===== src/rtl/binary_frame_thresholder_pkg.sv =====
`default_nettype none
// +------------------------------------------------------------------+
// | binary_frame_thresholder_pkg: shared geometry, widths and states |
// | Rev 1.0                                                          |
// +------------------------------------------------------------------+
package binary_frame_thresholder_pkg;

  localparam int c_IMG_W     = 320;
  localparam int c_IMG_H     = 240;
  localparam int c_PIX_W     = 8;
  localparam int c_BLANK_MIN = 400;
  localparam int c_X_W       = 9;
  localparam int c_Y_W       = 8;
  localparam int c_CNT_W     = 17;

  typedef enum logic [1:0] {
    ST_IDLE   = 2'd0,
    ST_ACTIVE = 2'd1,
    ST_DRAIN  = 2'd2
  } state_t;

endpackage
`default_nettype wire


===== src/rtl/binary_frame_thresholder_blank_detector.sv =====
`default_nettype none
// +------------------------------------------------------------------+
// | blank_detector: saturating invalid-cycle counter with armed flag |
// | Rev 1.0                                                          |
// +------------------------------------------------------------------+
module blank_detector
  import binary_frame_thresholder_pkg::*;
#(
  parameter int BLANK_MIN = c_BLANK_MIN
) (
  input  logic iCLK,
  input  logic iRST,
  input  logic iDVAL,
  input  logic iClear,
  output logic oArmed,
  output logic oArmSet
);

  localparam int c_BLANK_CW = $clog2(BLANK_MIN + 1);

  logic [c_BLANK_CW-1:0] r_cnt;
  logic                  r_armed;

  // Arming happens on the edge where the counter lands on BLANK_MIN
  assign oArmSet = !iDVAL && (r_cnt == c_BLANK_CW'(BLANK_MIN - 1));
  assign oArmed  = r_armed;

  always_ff @(posedge iCLK or negedge iRST) begin
    if (!iRST) begin
      r_cnt   <= '0;
      r_armed <= 1'b0;
    end else begin
      if (iDVAL)
        r_cnt <= '0;
      else if (r_cnt != c_BLANK_CW'(BLANK_MIN))
        r_cnt <= r_cnt + c_BLANK_CW'(1);

      if (oArmSet)
        r_armed <= 1'b1;
      else if (iClear)
        r_armed <= 1'b0;
    end
  end

endmodule
`default_nettype wire


===== src/rtl/binary_frame_thresholder.sv =====
`default_nettype none
// +------------------------------------------------------------------+
// | binary_frame_thresholder: grayscale -> 1-bit stream, raster, bbox |
// | Rev 1.0                                                          |
// +------------------------------------------------------------------+
module binary_frame_thresholder
  import binary_frame_thresholder_pkg::*;
#(
  parameter int IMG_W     = c_IMG_W,
  parameter int IMG_H     = c_IMG_H,
  parameter int PIX_W     = c_PIX_W,
  parameter int BLANK_MIN = c_BLANK_MIN
) (
  input  logic               iCLK,
  input  logic               iRST,
  input  logic [PIX_W-1:0]   iDATA,
  input  logic               iDVAL,
  input  logic [PIX_W-1:0]   iThreshold,
  input  logic               iInvert,
  output logic               oDATA,
  output logic               oDVAL,
  output logic               oFrameStart,
  output logic [c_X_W-1:0]   oX,
  output logic [c_Y_W-1:0]   oY,
  output logic               oFrameDone,
  output logic               oFrameAbort,
  output logic               oBBoxValid,
  output logic [c_X_W-1:0]   oXMin,
  output logic [c_X_W-1:0]   oXMax,
  output logic [c_Y_W-1:0]   oYMin,
  output logic [c_Y_W-1:0]   oYMax,
  output logic [c_CNT_W-1:0] oFgCount
);

  state_t               r_state, w_stateNext;
  logic                 w_armed, w_armSet;
  logic                 w_start, w_accept, w_lastPix, w_fg;
  logic [PIX_W-1:0]     r_thr, w_thr;
  logic                 r_inv, w_inv;
  logic [c_X_W-1:0]     r_x, w_px;
  logic [c_Y_W-1:0]     r_y, w_py;
  logic [c_X_W-1:0]     r_xMin, r_xMax;
  logic [c_Y_W-1:0]     r_yMin, r_yMax;
  logic [c_CNT_W-1:0]   r_cnt, w_cntBase;
  logic                 r_lastDly;

  blank_detector #(.BLANK_MIN(BLANK_MIN)) u_blank (
    .iCLK    (iCLK),
    .iRST    (iRST),
    .iDVAL   (iDVAL),
    .iClear  (w_start),
    .oArmed  (w_armed),
    .oArmSet (w_armSet)
  );

  // The start pixel is classified with the live threshold, later ones with the latched copy
  assign w_start   = iDVAL && w_armed && (r_state != ST_ACTIVE);
  assign w_accept  = iDVAL && ((r_state == ST_ACTIVE) || w_start);
  assign w_px      = w_start ? '0 : r_x;
  assign w_py      = w_start ? '0 : r_y;
  assign w_thr     = w_start ? iThreshold : r_thr;
  assign w_inv     = w_start ? iInvert : r_inv;
  assign w_fg      = (iDATA >= w_thr) ^ w_inv;
  assign w_cntBase = w_start ? '0 : r_cnt;
  assign w_lastPix = w_accept && (w_px == c_X_W'(IMG_W - 1)) && (w_py == c_Y_W'(IMG_H - 1));

  always_ff @(posedge iCLK or negedge iRST) begin
    if (!iRST) r_state <= ST_IDLE;
    else       r_state <= w_stateNext;
  end

  always_comb begin
    w_stateNext = r_state;
    unique case (r_state)
      ST_IDLE, ST_DRAIN: begin
        if (w_start) w_stateNext = w_lastPix ? ST_DRAIN : ST_ACTIVE;
      end
      ST_ACTIVE: begin
        if (w_armSet)       w_stateNext = ST_IDLE;
        else if (w_lastPix) w_stateNext = ST_DRAIN;
      end
      default: w_stateNext = ST_IDLE;
    endcase
  end

  always_ff @(posedge iCLK or negedge iRST) begin
    if (!iRST) begin
      r_x   <= '0;
      r_y   <= '0;
      r_thr <= '0;
      r_inv <= 1'b0;
    end else begin
      if (w_start) begin
        r_thr <= iThreshold;
        r_inv <= iInvert;
      end
      if (w_accept) begin
        if (w_px == c_X_W'(IMG_W - 1)) begin
          r_x <= '0;
          r_y <= w_py + c_Y_W'(1);
        end else begin
          r_x <= w_px + c_X_W'(1);
          r_y <= w_py;
        end
      end
    end
  end

  always_ff @(posedge iCLK or negedge iRST) begin
    if (!iRST) begin
      oDVAL       <= 1'b0;
      oDATA       <= 1'b0;
      oFrameStart <= 1'b0;
      oX          <= '0;
      oY          <= '0;
    end else begin
      oDVAL       <= w_accept;
      oDATA       <= w_accept && w_fg;
      oFrameStart <= w_start;
      if (w_accept) begin
        oX <= w_px;
        oY <= w_py;
      end
    end
  end

  // Working bbox: an empty count means the next foreground pixel seeds min and max
  always_ff @(posedge iCLK or negedge iRST) begin
    if (!iRST) begin
      r_cnt  <= '0;
      r_xMin <= '0;
      r_xMax <= '0;
      r_yMin <= '0;
      r_yMax <= '0;
    end else if (w_accept) begin
      if (w_fg) begin
        r_cnt <= w_cntBase + c_CNT_W'(1);
        if (w_cntBase == '0) begin
          r_xMin <= w_px;
          r_xMax <= w_px;
          r_yMin <= w_py;
          r_yMax <= w_py;
        end else begin
          if (w_px < r_xMin) r_xMin <= w_px;
          if (w_px > r_xMax) r_xMax <= w_px;
          if (w_py < r_yMin) r_yMin <= w_py;
          if (w_py > r_yMax) r_yMax <= w_py;
        end
      end else if (w_start) begin
        r_cnt  <= '0;
        r_xMin <= '0;
        r_xMax <= '0;
        r_yMin <= '0;
        r_yMax <= '0;
      end
    end
  end

  always_ff @(posedge iCLK or negedge iRST) begin
    if (!iRST) begin
      r_lastDly   <= 1'b0;
      oFrameDone  <= 1'b0;
      oFrameAbort <= 1'b0;
      oBBoxValid  <= 1'b0;
      oFgCount    <= '0;
      oXMin       <= '0;
      oXMax       <= '0;
      oYMin       <= '0;
      oYMax       <= '0;
    end else begin
      r_lastDly   <= w_lastPix;
      oFrameDone  <= r_lastDly;
      oFrameAbort <= (r_state == ST_ACTIVE) && w_armSet;
      if (r_lastDly) begin
        oBBoxValid <= (r_cnt != '0);
        oFgCount   <= r_cnt;
        oXMin      <= (r_cnt != '0) ? r_xMin : '0;
        oXMax      <= (r_cnt != '0) ? r_xMax : '0;
        oYMin      <= (r_cnt != '0) ? r_yMin : '0;
        oYMax      <= (r_cnt != '0) ? r_yMax : '0;
      end
    end
  end

endmodule
`default_nettype wire


===== config.mk =====
export PLATFORM = sky130hd
export DESIGN_NAME = binary_frame_thresholder
export DESIGN_NICKNAME = d
export VERILOG_FILES = /design/src/rtl/binary_frame_thresholder_pkg.sv /design/src/rtl/binary_frame_thresholder_blank_detector.sv /design/src/rtl/binary_frame_thresholder.sv
export SDC_FILE = /design/constraint.sdc
export NUM_CORES = 1
export LEC_CHECK = 0
export ABC_AREA = 1
export CORE_MARGIN = 5
export CORE_UTILIZATION = 35
export CTS_CLUSTER_DIAMETER = 100
export DETAILED_ROUTE_END_ITERATION = 6
export PLACE_DENSITY_LB_ADDON = 0.2
export SETUP_SLACK_MARGIN = 0.3
export SLEW_MARGIN = 20
export SYNTH_ARGS = -nofsm -noshare
export SYNTH_HDL_FRONTEND = slang
export SYNTH_SLANG_ARGS = --single-unit

===== constraint.sdc =====
create_clock -name iCLK -period 4.4 [get_ports iCLK]
set_clock_uncertainty 0.1 [all_clocks]
set_input_delay 0.88 -clock iCLK [delete_from_list [all_inputs] [get_ports iCLK]]
set_output_delay 0.88 -clock iCLK [all_outputs]
set_load 0.005 [all_outputs]

After elaboration in Yosys (flattened, before gate mapping)
Cells that the tools add are included.

word-level totals
  bits in registers = 164

operators by class
  $add $sub $neg = 4
  magnitude comparators = 5
  equality and inequality tests = 13
  multiplexer cells = 35
  bitwise gates (word level) = 1
  reduce and logical (&&, ||, !) cells = 22

operator list
  kind                                           number
  two-way mux 9 bit                              13
  two-way mux 8 bit                              12
  two-way mux 17 bit                             2
  adder 9 x 1 -> 9 bit, second input constant    2
  == test 9 bit, second input constant           2
  adder 17 x 1 -> 17 bit, second input constant  1
  logical NOT 17 bit                             1
  nonzero test 17 bit                            1
  != test 3 x 1 -> 1 bit, second input constant  4
  AND reduction 3 bit                            4
  greater-than comparator 9 bit                  1
  < comparator 9 bit                             1
  != test 9 bit, second input constant           1
  adder 8 x 1 -> 8 bit, second input constant    1
  == test 8 bit, second input constant           1
  greater-or-equal comparator 8 bit              1
  greater-than comparator 8 bit                  1
  logical AND 1 bit                              8
  < comparator 8 bit                             1
  two-way mux 2 bit                              4
  nonzero test 2 bit                             3
  one-hot mux 2 bit (2 select lines)             1
  two-way mux 1 bit                              3
  != test 3 bit, second input constant           1
  other kinds (10)                               10

Depth between registers and ports, before layout
  depth after elaboration = 9
  gate-level depth with buffers = 25
  mapped depth without buffers = 20

Hierarchy
A second synthesis with hierarchy kept.

unflattened totals
  cell total of the unflattened synthesis = 1009
  area total of the unflattened synthesis = 8463.1 um^2

modules (own cells, without submodules)
  module                    instances  cells an instance  area each (um^2)
  binary_frame_thresholder  1          932                7898.8
  blank_detector            1          77                 564.3

Worst setup path after synthesis
Ideal clock, no wire load.

  path type = in2reg
  start point = input port iDVAL
  end point = register r_xMax[4]
  data arrival time = 3277 ps
  data required time = 4184 ps
  setup slack = 907 ps
  cell stages on the path = 24
  path buffers = 7
  path through = nand2_2 > inv_2 > nand2_2 > buf_6 > buf_8 > buf_6 > buf_6 > buf_2 > nand2_1 > o21ai_0 > inv_1 > ha_1 > nand2_1 > nor2_1 > nor2_1 > nand2_1 > nand2_1 > nand3_1 > nand2_4 > o21ai_2 > buf_6 > buf_4 > nand3_1 > nand2_1

on the way
  word-level cells in the longest chain between the ends = 7
  elaborated cells between the ends (all ways) = 18
  those cells by class = order compare: 2; eq/ne: 1; mux: 7; bitwise: 1; reduce/logical: 7

RTL lines
  element                                                                 RTL line                         source
  from (decl)                                                             binary_frame_thresholder.sv:17   input logic iDVAL,
  logical AND 1 bit * (2 in a row)                                        binary_frame_thresholder.sv:57   assign w_start = iDVAL && w_armed && (r_state != ST_ACTIVE);
  two-way mux 8 bit *                                                     n/a
  via w_thr[1]                                                            binary_frame_thresholder.sv:38   logic [PIX_W-1:0] r_thr, w_thr;
  greater-or-equal comparator 8 bit *                                     binary_frame_thresholder.sv:63   assign w_fg = (iDATA >= w_thr) ^ w_inv;
  XOR 1 bit *                                                             binary_frame_thresholder.sv:63
  != test 3 x 1 -> 1 bit (no line) or nonzero test 2 bit (tied branches)  n/a
  AND reduction 3 bit (no line)                                           n/a
  to (signal assigned)                                                    binary_frame_thresholder.sv:140  r_xMax <= w_px;
  to (signal assigned)                                                    binary_frame_thresholder.sv:145  if (w_px > r_xMax) r_xMax <= w_px;
  to (decl)                                                               binary_frame_thresholder.sv:42   logic [c_X_W-1:0] r_xMin, r_xMax;

Mark *: on every way through the listed nets, which the timed path passes. The rest lies on a longest branch. The select of a mux whose other input is x is not followed.
A chain may end at the register's enable or synchronous reset.

Final worst setup path
  start point = input port iDVAL
  end point = register r_xMin[3]

on the way
  elaborated cells between the ends (all ways) = 18
  those cells by class = order compare: 2; eq/ne: 1; mux: 7; bitwise: 1; reduce/logical: 7

RTL lines
  element                           RTL line                         source
  logical AND 1 bit (2 in a row)    binary_frame_thresholder.sv:57
  two-way mux 9 bit                 binary_frame_thresholder.sv:59   assign w_px = w_start ? '0 : r_x;
  via w_px[6]                       binary_frame_thresholder.sv:40   logic [c_X_W-1:0] r_x, w_px;
  < comparator 9 bit                binary_frame_thresholder.sv:144  if (w_px < r_xMin) r_xMin <= w_px;
  != test 3 x 1 -> 1 bit (no line)  n/a
  AND reduction 3 bit (no line)     n/a
  to (signal assigned)              binary_frame_thresholder.sv:139  r_xMin <= w_px;
  to (signal assigned)              binary_frame_thresholder.sv:144
  to (decl)                         binary_frame_thresholder.sv:42

The timed path passes the listed nets, and every way through them passes these cells. The select of a mux whose other input is x is not followed.

==> results.txt <==
- Number of setup violations in the final report: 0
- Clock slew at the register clock pins of the worst setup and hold paths: 0.06 ns
- Setup TNS Final: 0 ns
* DRT antenna net count: 0
- Fraction of the core area covered by cells at the end of the flow: 0.4349
- Share of total power consumed by net switching: 0.2205
- At the worst endpoint, the arrival time is 3.62 ns.
* Final Wtd Congestion: 0.8882
* H-tree depth: 4
- Clock period minus final worst setup slack: 3.408 ns
- Clk pwr share: 0.504
- The worst-case IR drop observed on VDD is 146.9 uV.
- Number of warnings reported in the yosys synthesis log: 0
- Number of nets in the finished design: 1188
- For this configuration, the core starts out at a cell density of 0.3535.
- Layout filler cell count: 2386
* Sequential share of the synthesized area: 0.4802
- Count of clock tree sinks: 164
* Pwr per Cell Area: 308.9 nW/um^2
- The worst setup path is captured at a flop.
* Unique cell type count in the Yosys netlist: 44
- For this run, the leading register cell type out of synthesis is dfrtp_1.
- Before CTS, the worst setup slack after placement is 0.5096 ns.
- Status: completed
* Pin slew with the least headroom to its limit: 0.7574 ns
- The hold violation total from the final report came to 0.
- Number of violations reported at the end of detailed-routing iteration 0: 555
- Summed over all cells, the static leakage comes to 0.005122 uW.
- FFs w/ async S/R, synth: 1.000
- Sorting the synthesized cells by how often they occur yields nand2_1 (235), dfrtp_1 (164), inv_1 (157).
- The min-delay analysis places its worst path in the category flop to flop.
- After technology mapping, the gate count stands at 1024.
- Startpoint Class: primary input
- In the final layout, the share of cells above drive strength 1 is 0.09163.
* Delay of the slowest critical-path stage: 0.51 ns
* Fin. max-slew vios: 0
- In the finished design, the share of the clock period the worst path needs comes to 0.7745.
- Seq pwr share: 0.465
- The floorplan step defined a die boundary enclosing 27650 sq um.
- Final design area excluding fillers: 10510 sq um
- Overall fraction of global-route tracks in use: 0.1636
* Pint: 2532 uW
* Reg-to-reg slack, setup: 1.34 ns
- The routed design has 21950 microns of wire.
- Number of buffers inserted during clock tree synthesis: 17
* Total iterations of the first detailed-routing run: 5
- Area added between synthesis and finish: 23.01%
- Post-layout worst setup margin: 0.9920 ns
- Number of flops mapped to enable cells by yosys: 0
- # hold bufs at CTS: 0
* Instance area after placement: 9864 sq um
- The tree is rooted in a clkbuf_16.
* Clk Latency, worst-skew pair: 0.43 ns
- Netlist Area Pre-Place: 8547 sq um
- By instance count, the cell type seen most on the critical path is nor2_1.
- Walking the worst path, the cells encountered are clkdlybuf4s50_1 -> nand2_2 -> nor2_1 -> buf_4 -> buf_4 -> nor2_1 -> ha_1 -> a21oi_1 -> nor2_1 -> a211oi_1 -> o211ai_1 -> nand2_8 -> nand2_4 -> nand2_1 -> nand2_1.
- Grt ovf: 0
- After synthesis, the mean cell area works out to 8.347 sq um.
- Initial antenna violation count: 0
- Net switching power figure: 716.3 uW
* Port-buffer cells: 93
* Maximum fanout along the worst path: 10
* Standard cell core area: 24180 sq um
- The first global-routing pass estimated 36930 microns of wire.
- For the worst setup path, the data required time is 4.62 ns.
- The tool flagged a number of max-cap violations equal to 0.
* Slowest CP cell: clkdlybuf4s50_1
* Proportion of netlist area held by the largest area contributor: 0.4802
- The detailed router placed 6924 vias in this run.
* Pin count of the biggest net entering global routing: 78
- CP Class: primary input to flop
- Maximum count of clock buffers along a single path: 2
* Slew margin rel.: 0.4951
* Number of remaining DRC errors: 0
* Syn nets: 1090
* Overall die height: 166.3 microns
- Combinational share of power: 0.031
- Number of primary I/O pins: 94
- Dividing the detail-routed via count by the number of cells gives 4.746.
- Post-CTS setup buffer count: 0
- #FFs+latches synth: 164
- TritonCTS built the clock tree.
- Once the clock tree was built, the resizer swapped 0 gates to a different size.
- Dividing the detail-routed wire length by the instance count gives 15.05 microns.
- Setup repair after global routing left no endpoint under its margin.
- Among all cell types in the netlist, the one instantiated most often is nand2_1.
* Buffers plus inverters on the worst setup path: 3
- Leading cell types by total area after synthesis: dfrtp_1 (48%), nand2_1 (10%), inv_1 (6.9%)
- The repair_antennas step left the layout with diodes totalling 0.
* Total half-perimeter wirelength after legalization and detailed placement: 16050 microns
- Of all cell types, the one taking the most synthesized area is dfrtp_1.
- The die is 166.3 microns wide.
* Number of placement rows: 57
- Critical path's top delay family: buffers and inverters
- The number of global-route vias before repair came to 7033.
- Based on the critical path, the design can be clocked at up to 0.2934 GHz.
[stage by stage]
stage / instances / total power [uW] / hold WS, ns
after floorplan: 1024 / 1577 / 0.3082
after global placement: 1427 / 1641 / 0.3546
after detailed placement: 1427 / 1642 / 0.3598
after CTS: 1459 / 3293 / 0.3763
after global routing: 1459 / 3371 / 0.3981
final: 1459 / 3248 / 0.3714
[area by class of cell]
| type | instances | area, sq um | area share |
|---|---|---|---|
| flip-flops and latches | 164 | 4105 | 0.3905 |
| multi-input cells | 664 | 3662 | 0.3483 |
| repair buffers | 110 | 1072 | 0.1020 |
| inverters | 165 | 619.3 | 0.05891 |
| clock buffers | 19 | 452.9 | 0.04308 |
| well taps | 324 | 405.4 | 0.03856 |
| clock inverters | 13 | 196.4 | 0.01868 |
[final timing paths]
check,startpoint,end,cells after the start
min in group asynchronous,iRST,oFrameDone,1
max,iDVAL,r_xMin[3],15
min reg2reg,r_xMax[2],r_xMax[2],2
min,r_xMax[2],r_xMax[2],2
max in group asynchronous,iRST,r_y[1],2
max reg2reg,r_state[0],r_cnt[2],18
[power groups by stage]
stage               Combinational [uW]  Sequential (uW)  Clock [uW]
finish                            99.2             1510        1640
global route                       113             1510        1750
CTS                                103             1510        1680
detailed placement                 103             1540           0
global placement                   102             1540           0
floorplan                         38.0             1540           0
[sequential cells by signal (all words and copies together), names as in the netlist, 2 cells and up]
signal         cells
oX                 9
u_blank.r_cnt      9
oYMin              8
r_state            2
oY                 8
oXMax              9
oXMin              9
r_yMax             8
oYMax              8
oFgCount          17
r_xMax             9
r_y                8
r_cnt             17
r_x                9
r_thr              8
r_yMin             8
r_xMin             9
[placed cells by master, fill, tap and decap left out, types with 4 or more instances in the layout]
cell type,Yosys,layout
nand2_1,235,235
dfrtp_1,164,163
inv_1,157,157
clkdlybuf4s50_1,0,92
nor2_1,87,87
nand3_1,70,70
o21ai_0,47,46
ha_1,46,46
o22ai_1,36,36
a21oi_1,31,31
clkbuf_16,0,17
buf_4,2,16
nand4_1,15,15
xor2_1,15,15
nor3_1,12,12
o21ai_1,9,9
nand2_4,7,7
nand2_2,7,7
inv_2,7,7
mux2_2,6,6
or2_2,6,6
nand2_8,4,4
nor2_2,4,4
bufinv_16,0,4
[cell families after synthesis]
| logic type | after synthesis | share of synthesized area |
|---|---|---|
| AND/OR/NAND/NOR | 460 | 0.2464 |
| buffers and inverters | 196 | 0.09266 |
| flip-flops | 164 | 0.4802 |
| AO/OA/AOI/OAI | 136 | 0.08915 |
| adder cells (fa/ha/maj) | 46 | 0.06734 |
| XOR/XNOR | 16 | 0.01640 |
| multiplexers | 6 | 0.007905 |
[worst reg2reg max path, cell delays in order (launching register included)]
cell and delay, ns:
dfrtp_1 0.36, inv_1 0.07, nor2_2 0.19, nor2_1 0.10
buf_4 0.18, or2_2 0.27, o21ai_1 0.12, ha_1 0.27
nand2_1 0.09, nor2_1 0.05, nor2_1 0.08, nand2_1 0.05
nand2_1 0.07, nand2_1 0.06, nand2_2 0.08, nand2_4 0.11
nor2_1 0.38, nand2_1 0.14, xor2_1 0.16
[layer usage]
metal	GRT usage	wire, microns	vias to the layer above
li1	-	-	3484
met1	0.2200	10220	3275
met2	0.2699	10490	148
met3	0.03475	1020	17
met4	0.04411	218	0
met5	0	0	-
No activity file was read; power rests on OpenSTA's default activity.
